### config.mk
export PLATFORM = sky130hd
export DESIGN_NAME = bp_clint_arb
export DESIGN_NICKNAME = d
export VERILOG_FILES = /design/src/rtl/bp_common_pkg.sv /design/src/rtl/bsg_fifo_1r1w_small.sv /design/src/rtl/bp_clint_arb.sv
export SDC_FILE = /design/constraint.sdc
export NUM_CORES = 1
export LEC_CHECK = 0
export ABC_AREA = 1
export CAP_MARGIN = 20
export CORE_AREA = 8 8 218 220
export DETAILED_ROUTE_END_ITERATION = 8
export DIE_AREA = 0 0 226 228
export GPL_ROUTABILITY_DRIVEN = 0
export SLEW_MARGIN = 15
export SYNTH_ARGS = -nofsm -noshare
export SYNTH_HDL_FRONTEND = slang
export SYNTH_SLANG_ARGS = --single-unit
### constraint.sdc
create_clock -name clk_i -period 3.35 [get_ports clk_i]
set_input_delay 0.67 -clock clk_i [delete_from_list [all_inputs] [get_ports clk_i]]
set_output_delay 0.67 -clock clk_i [all_outputs]
set_load 0.1 [all_outputs]
### src/rtl/bp_common_pkg.sv
// bp_common_pkg: shared BlackParrot types and constants used by the CLINT
// command arbiter.
//   bp_params_e        - processor configuration selector
//   bp_xce_mem_msg_s   - CCE/XCE memory message carried on every port
//   xce_mem_msg_width  - packed width of bp_xce_mem_msg_s for a configuration
//   clint_arb_max_req_gp / clint_arb_timeout_gp - arbiter limits and defaults
package bp_common_pkg;

   typedef enum logic [1:0] {
      e_bp_default_cfg = 2'd0,
      e_bp_unicore_cfg = 2'd1
   } bp_params_e;

   typedef enum logic [3:0] {
      e_ce_mem_rd    = 4'h0,
      e_ce_mem_wr    = 4'h1,
      e_ce_mem_uc_rd = 4'h2,
      e_ce_mem_uc_wr = 4'h3
   } bp_xce_mem_cmd_e;

   typedef struct packed {
      bp_xce_mem_cmd_e msg_type;
      logic [2:0]      size;
      logic [39:0]     addr;
      logic [63:0]     data;
   } bp_xce_mem_msg_s;

   localparam int clint_arb_max_req_gp = 4;
   localparam int clint_arb_timeout_gp = 255;

   // All current configurations share one message layout.
   function automatic int xce_mem_msg_width(bp_params_e cfg);
      int w;
      case (cfg)
         default: w = $bits(bp_xce_mem_msg_s);
      endcase
      return w;
   endfunction

endpackage

### src/rtl/bsg_fifo_1r1w_small.sv
// bsg_fifo_1r1w_small: small register-based FIFO, one write and one read
// port, valid/ready on the write side and valid/yumi on the read side.
//   clk_i, reset_i        - clock, asynchronous active-high reset
//   v_i, ready_o, data_i  - enqueue side; ready_o is simply "not full"
//   v_o, data_o, yumi_i   - dequeue side; yumi_i only while v_o
// A full FIFO never accepts, even when a dequeue happens on the same cycle.
module bsg_fifo_1r1w_small #(
   parameter int width_p = 1,
   parameter int els_p   = 2
) (
   input  logic               clk_i,
   input  logic               reset_i,
   input  logic               v_i,
   output logic               ready_o,
   input  logic [width_p-1:0] data_i,
   output logic               v_o,
   output logic [width_p-1:0] data_o,
   input  logic               yumi_i
);

   localparam int ptr_w_lp = (els_p > 1) ? $clog2(els_p) : 1;
   localparam int cnt_w_lp = $clog2(els_p + 1);

   logic [els_p-1:0][width_p-1:0] mem_r;
   logic [ptr_w_lp-1:0]           rd_ptr_r, wr_ptr_r;
   logic [cnt_w_lp-1:0]           cnt_r;
   logic                          enq, deq;

   assign ready_o = (cnt_r != cnt_w_lp'(els_p));
   assign v_o     = (cnt_r != '0);
   assign data_o  = mem_r[rd_ptr_r];
   assign enq     = v_i & ready_o;
   assign deq     = yumi_i & v_o;

   always_ff @(posedge clk_i or posedge reset_i) begin
      if (reset_i) begin
         mem_r    <= '0;
         rd_ptr_r <= '0;
         wr_ptr_r <= '0;
         cnt_r    <= '0;
      end else begin
         if (enq) begin
            mem_r[wr_ptr_r] <= data_i;
            wr_ptr_r <= (wr_ptr_r == ptr_w_lp'(els_p - 1)) ? '0 : wr_ptr_r + 1'b1;
         end
         if (deq)
            rd_ptr_r <= (rd_ptr_r == ptr_w_lp'(els_p - 1)) ? '0 : rd_ptr_r + 1'b1;
         case ({enq, deq})
            2'b10:   cnt_r <= cnt_r + 1'b1;
            2'b01:   cnt_r <= cnt_r - 1'b1;
            default: cnt_r <= cnt_r;
         endcase
      end
   end

endmodule

### src/rtl/bp_clint_arb.sv
// bp_clint_arb: round-robin arbiter funnelling several command requesters
// into one CLINT slice, with in-order response routing via a tag FIFO.
//   clk_i, reset_n_i               - clock, asynchronous active-low reset
//   req_cmd_i/_v_i/_yumi_o         - requester commands in, one-hot accept
//   req_resp_o/_v_o/_yumi_i        - broadcast response, one-hot valid
//   clint_cmd_o/_v_o/_ready_i      - command to the CLINT slice
//   clint_resp_i/_v_i/_yumi_o      - response from the CLINT slice
//   timeout_o                      - sticky watchdog error
// Optional: define BP_CLINT_ARB_TIMEOUT_EN to build the response watchdog;
// otherwise timeout_o is tied low and no counter exists.
module bp_clint_arb
   import bp_common_pkg::*;
#(
   parameter bp_params_e bp_params_p       = e_bp_default_cfg,
   parameter int         num_req_p         = 2,
   parameter int         max_outstanding_p = 2,
   parameter int         timeout_p         = clint_arb_timeout_gp,
   localparam int        xce_mem_msg_width_lp = xce_mem_msg_width(bp_params_p)
) (
   input  logic                                      clk_i,
   input  logic                                      reset_n_i,

   input  logic [num_req_p*xce_mem_msg_width_lp-1:0] req_cmd_i,
   input  logic [num_req_p-1:0]                      req_cmd_v_i,
   output logic [num_req_p-1:0]                      req_cmd_yumi_o,

   output logic [xce_mem_msg_width_lp-1:0]           req_resp_o,
   output logic [num_req_p-1:0]                      req_resp_v_o,
   input  logic [num_req_p-1:0]                      req_resp_yumi_i,

   output logic [xce_mem_msg_width_lp-1:0]           clint_cmd_o,
   output logic                                      clint_cmd_v_o,
   input  logic                                      clint_cmd_ready_i,

   input  logic [xce_mem_msg_width_lp-1:0]           clint_resp_i,
   input  logic                                      clint_resp_v_i,
   output logic                                      clint_resp_yumi_o,

   output logic                                      timeout_o
);

   if (num_req_p < 2 || num_req_p > clint_arb_max_req_gp) begin : g_bad_num_req
      $error("bp_clint_arb: num_req_p out of range");
   end
   if (max_outstanding_p < 1) begin : g_bad_outstanding
      $error("bp_clint_arb: max_outstanding_p must be >= 1");
   end
   if (timeout_p < 1) begin : g_bad_timeout
      $error("bp_clint_arb: timeout_p must be >= 1");
   end

   localparam int tag_w_lp = $clog2(num_req_p);

   logic [tag_w_lp-1:0] rr_r, grant_id, tag_head;
   logic [tag_w_lp:0]   sum;
   logic [tag_w_lp-1:0] idx;
   logic                grant_found, fifo_ready, tag_v, enq, deq, resp_hit;
   logic                fifo_reset;

   // Search upward from the priority pointer, wrapping at num_req_p.
   always_comb begin
      grant_found = 1'b0;
      grant_id    = '0;
      sum         = '0;
      idx         = '0;
      for (int i = 0; i < num_req_p; i++) begin
         sum = {1'b0, rr_r} + (tag_w_lp+1)'(i);
         if (sum >= (tag_w_lp+1)'(num_req_p))
            sum = sum - (tag_w_lp+1)'(num_req_p);
         idx = sum[tag_w_lp-1:0];
         if (!grant_found && req_cmd_v_i[idx]) begin
            grant_found = 1'b1;
            grant_id    = idx;
         end
      end
   end

   // Outputs are gated by reset so nothing leaks out while held in reset.
   assign clint_cmd_v_o  = reset_n_i & fifo_ready & grant_found;
   assign clint_cmd_o    = reset_n_i ? req_cmd_i[int'(grant_id)*xce_mem_msg_width_lp +: xce_mem_msg_width_lp]
                                     : '0;
   assign enq            = clint_cmd_v_o & clint_cmd_ready_i;
   assign req_cmd_yumi_o = num_req_p'(enq) << grant_id;

   // Responses come back in issue order, so the FIFO head names the owner.
   assign resp_hit          = reset_n_i & clint_resp_v_i & tag_v;
   assign req_resp_v_o      = num_req_p'(resp_hit) << tag_head;
   assign deq               = resp_hit & req_resp_yumi_i[tag_head];
   assign clint_resp_yumi_o = deq;
   assign req_resp_o        = reset_n_i ? clint_resp_i : '0;

   always_ff @(posedge clk_i or negedge reset_n_i) begin
      if (!reset_n_i)
         rr_r <= '0;
      else if (enq)
         rr_r <= (grant_id == tag_w_lp'(num_req_p - 1)) ? '0 : grant_id + 1'b1;
   end

   assign fifo_reset = ~reset_n_i;

   bsg_fifo_1r1w_small #(
      .width_p (tag_w_lp),
      .els_p   (max_outstanding_p)
   ) tag_fifo (
      .clk_i   (clk_i),
      .reset_i (fifo_reset),
      .v_i     (enq),
      .ready_o (fifo_ready),
      .data_i  (grant_id),
      .v_o     (tag_v),
      .data_o  (tag_head),
      .yumi_i  (deq)
   );

`ifdef BP_CLINT_ARB_TIMEOUT_EN
   localparam int wd_w_lp = $clog2(timeout_p + 1);

   logic [wd_w_lp-1:0] wd_cnt_r, wd_cnt_n;
   logic               timeout_r;

   // Counts stalled cycles of the oldest outstanding command; saturates.
   always_comb begin
      wd_cnt_n = wd_cnt_r;
      if (!tag_v || deq)
         wd_cnt_n = '0;
      else if (wd_cnt_r != wd_w_lp'(timeout_p))
         wd_cnt_n = wd_cnt_r + 1'b1;
   end

   always_ff @(posedge clk_i or negedge reset_n_i) begin
      if (!reset_n_i) begin
         wd_cnt_r  <= '0;
         timeout_r <= 1'b0;
      end else begin
         wd_cnt_r  <= wd_cnt_n;
         timeout_r <= timeout_r | (wd_cnt_n == wd_w_lp'(timeout_p));
      end
   end

   assign timeout_o = timeout_r;
`else
   assign timeout_o = 1'b0;
`endif

endmodule

==> results.md <==
* XOR/XNOR Fraction of Synth Area at 0.598%
* Vias post-DR at 6051
* Initial Util at 6.69%
* Pwr Total at 4160 uW
* CP arrival at 2370 ps
* DP HPWL at 24600 um
* Sw Pwr at 2550 uW
* Post-DR vias/cell at 3.38
* Post-layout min period at 3040 ps
* CTS clk-pin slew, worst paths at 40 ps
* Layout net count at 1540
* Total gr overflow at 0
* Worst-path cell with the longest stage delay: clkdlybuf4s50_1
* Die Width at 226 um
* Number of fill cells in the layout at 4732
* CP bufs+invs at 4
* Internal power at 1610 uW
* Worst path top cell family by delay: buffers and inverters
* Register area share after synthesis at 5.98%
* CP required at 2680 ps
* Gate Count Post-Synth at 666
* Post-synthesis cell type count at 22
* # resized after CTS at 0
* Hold Vio Cnt, Final at 0
* Synth warn at 0
* CTS tree: yes
* Syn nets at 1008
* Commonest non-fill, non-tap cell in the layout: clkdlybuf4s50_1
* Inserted Diodes at 0
* Clk root buf: clkbuf_16
* Layout cells sized above 1 at 20.6%
* Class of the most critical setup path: in2out
* Hold_buf cts at 0
* Sequential share of power at 4.0%
* Mux cell area share after synthesis at 0%
* First-pass GRT wire length at 38800 um
* Starting DRT DRC Count at 165
* RSZ-0062 raised after global routing: no
* Port bufs at 568
* # H-tree levels at 1
* Final WL at 27600 um
* Fin Clk Skew at 2.09 ps
* Synthesized area per cell at 4.40 sq um
* Setup violators final at 0
* Slew Limit Fails at 0
* Fraction of the mapped netlist area in simple logic gates at 48.1%
* Total track usage at 9.67%
* Fmax at 0.329 GHz
* Reg area at 175 sq um
* Pre-Repair DR Iteration Count at 7
* Compound-Gate Fraction of Synth Area at 19.8%
* Layout area overhead at 273%
* R2R setup slack at 1690 ps
* Crit path launch type: input pin
* Fin util at 24.9%
* Drc violations at 0
* Period utilization at 90.8%
* Main combinational cell family by area after synthesis: simple AND/OR/NAND/NOR gates
* Post-Synth Adder-Cell Area at 0.427%
* CTS Buffer Depth at 2
* Critical path, cell by cell: clkdlybuf4s50_1, nand2_4, inv_4, buf_12, nor2_1, nor2_1, buf_12
* Total CTS buffers at 3
* Leakage power at 0.00520 uW
* Net switching share of the total power at 61.2%
* CP Capture Type: output pin
* Setup TNS at 0 ps
* Antenna violations before repair at 5
* Worst hold path type: in2async
* Multi-input logic area at 2020 sq um
* CP max FO at 58
* Reg2Reg Launch Point: tag_fifo.rd_ptr_r$_DFFE_PN0P_
* Top Ports at 570
* Number of global-route vias before repair at 6135
* Pwr Density at 380 nW/um^2
* Reg-to-Reg End: tag_fifo.cnt_r[1]$_DFFE_PN0P_
* Postcts setup bufs at 0
* Power share of the combinational group at 91.1%
* Most frequent cells in the layout: 339 x clkdlybuf4s50_1, 228 x nor2_1, 181 x buf_12
* Post-route ant nets at 0
* Reg2Reg Depth at 10
* Flops & latches, synth at 7
* Largest net degree at the start of global routing at 78
* Clock Latency Late Sink at 230 ps
* Clock share of power at 4.9%
* CTS Sinks at 7
* Outcome: finished clean
* Die height at 228 um
* # rows at 77
* Cell area after synthesis at 2930 sq um
* CORE AREA at 43800 sq um
* Die area at 51500 sq um
* Max cap viols at 0
* VDD IR-drop max at 214 uV
* Per-cell routed wire length at 15.4 um
* Max stage delay on crit path at 540 ps
-- power by group through the flow --
stage	combinational [uW]	sequential [uW]	clock, uW
finish	3790	167	202
global route	3940	174	210
CTS	3830	168	205
detailed placement	3820	168	0
global placement	3800	165	0
floorplan	2270	157	0
-- layout make-up --
type	count	share of cell area [%]
clock buffers	4	0.721
inverters	123	4.25
multi-input cells	486	18.5
flip-flops and latches	7	1.60
well taps	592	6.78
repair buffers	577	68.1
-- synthesized netlist by cell type (all sizes together) --
cell	n	area, sq um
a21oi	3	15.0
inv	123	464
o21ai	113	566
dfrtp	7	175
clkbuf	6	22.5
nand3	2	10.0
conb	1	3.75
nor2	229	867
nand2	130	500
nand4	5	31.3
xnor2	2	17.5
buf	44	246
ha	1	12.5
-- metrics by stage --
step	area (sq um)	instances	setup WS, ps	hold slack (ps)
detailed placement	10900	1785	324	491
floorplan	2930	666	-216	374
global placement	10900	1785	331	470
finish	10900	1789	308	260
CTS	10900	1789	320	266
global route	10900	1789	255	265
-- how the worst max path moves through the flow --
stage,from,endpoint,slack (ps),cells past startpoint
after floorplan,reset_n_i,req_cmd_yumi_o[0],-220,5
after global placement,req_cmd_v_i[1],clint_cmd_o[13],330,7
after detailed placement,req_cmd_v_i[1],clint_cmd_o[13],320,7
after CTS,req_cmd_v_i[1],clint_cmd_o[13],320,7
after global routing,req_cmd_v_i[1],clint_cmd_o[13],260,7
final,req_cmd_v_i[1],clint_cmd_o[11],310,7
-- state kept, by name (all words and copies together) (netlist names) --
name               flops
tag_fifo.cnt_r         2
tag_fifo.wr_ptr_r      1
tag_fifo.rd_ptr_r      1
rr_r                   1
tag_fifo.mem_r         2
-- layer usage --
| metal | wire [um] | track usage [%] | part of all wire, % | vias up |
|---|---|---|---|---|
| met4 | 258 | 1.14 | 0.94 | 4 |
| met2 | 14300 | 18.6 | 52 | 374 |
| met5 | 27 | 0 | 0.098 | - |
| li1 | - | - | - | 3017 |
| met3 | 3230 | 3.77 | 12 | 18 |
| met1 | 9710 | 9.93 | 35 | 2638 |
-- cell families (layout without fill, tap and decap cells) --
| family | count (synthesis) | in the layout |
|---|---|---|
| flip-flops | 7 | 7 |
| other | 1 | 1 |
| adder cells (fa/ha/maj) | 1 | 1 |
| AND/OR/NAND/NOR | 366 | 366 |
| buffers and inverters | 173 | 704 |
| XOR/XNOR | 2 | 2 |
| AO/OA/AOI/OAI | 116 | 116 |
Power figures use the tool's default switching activity.
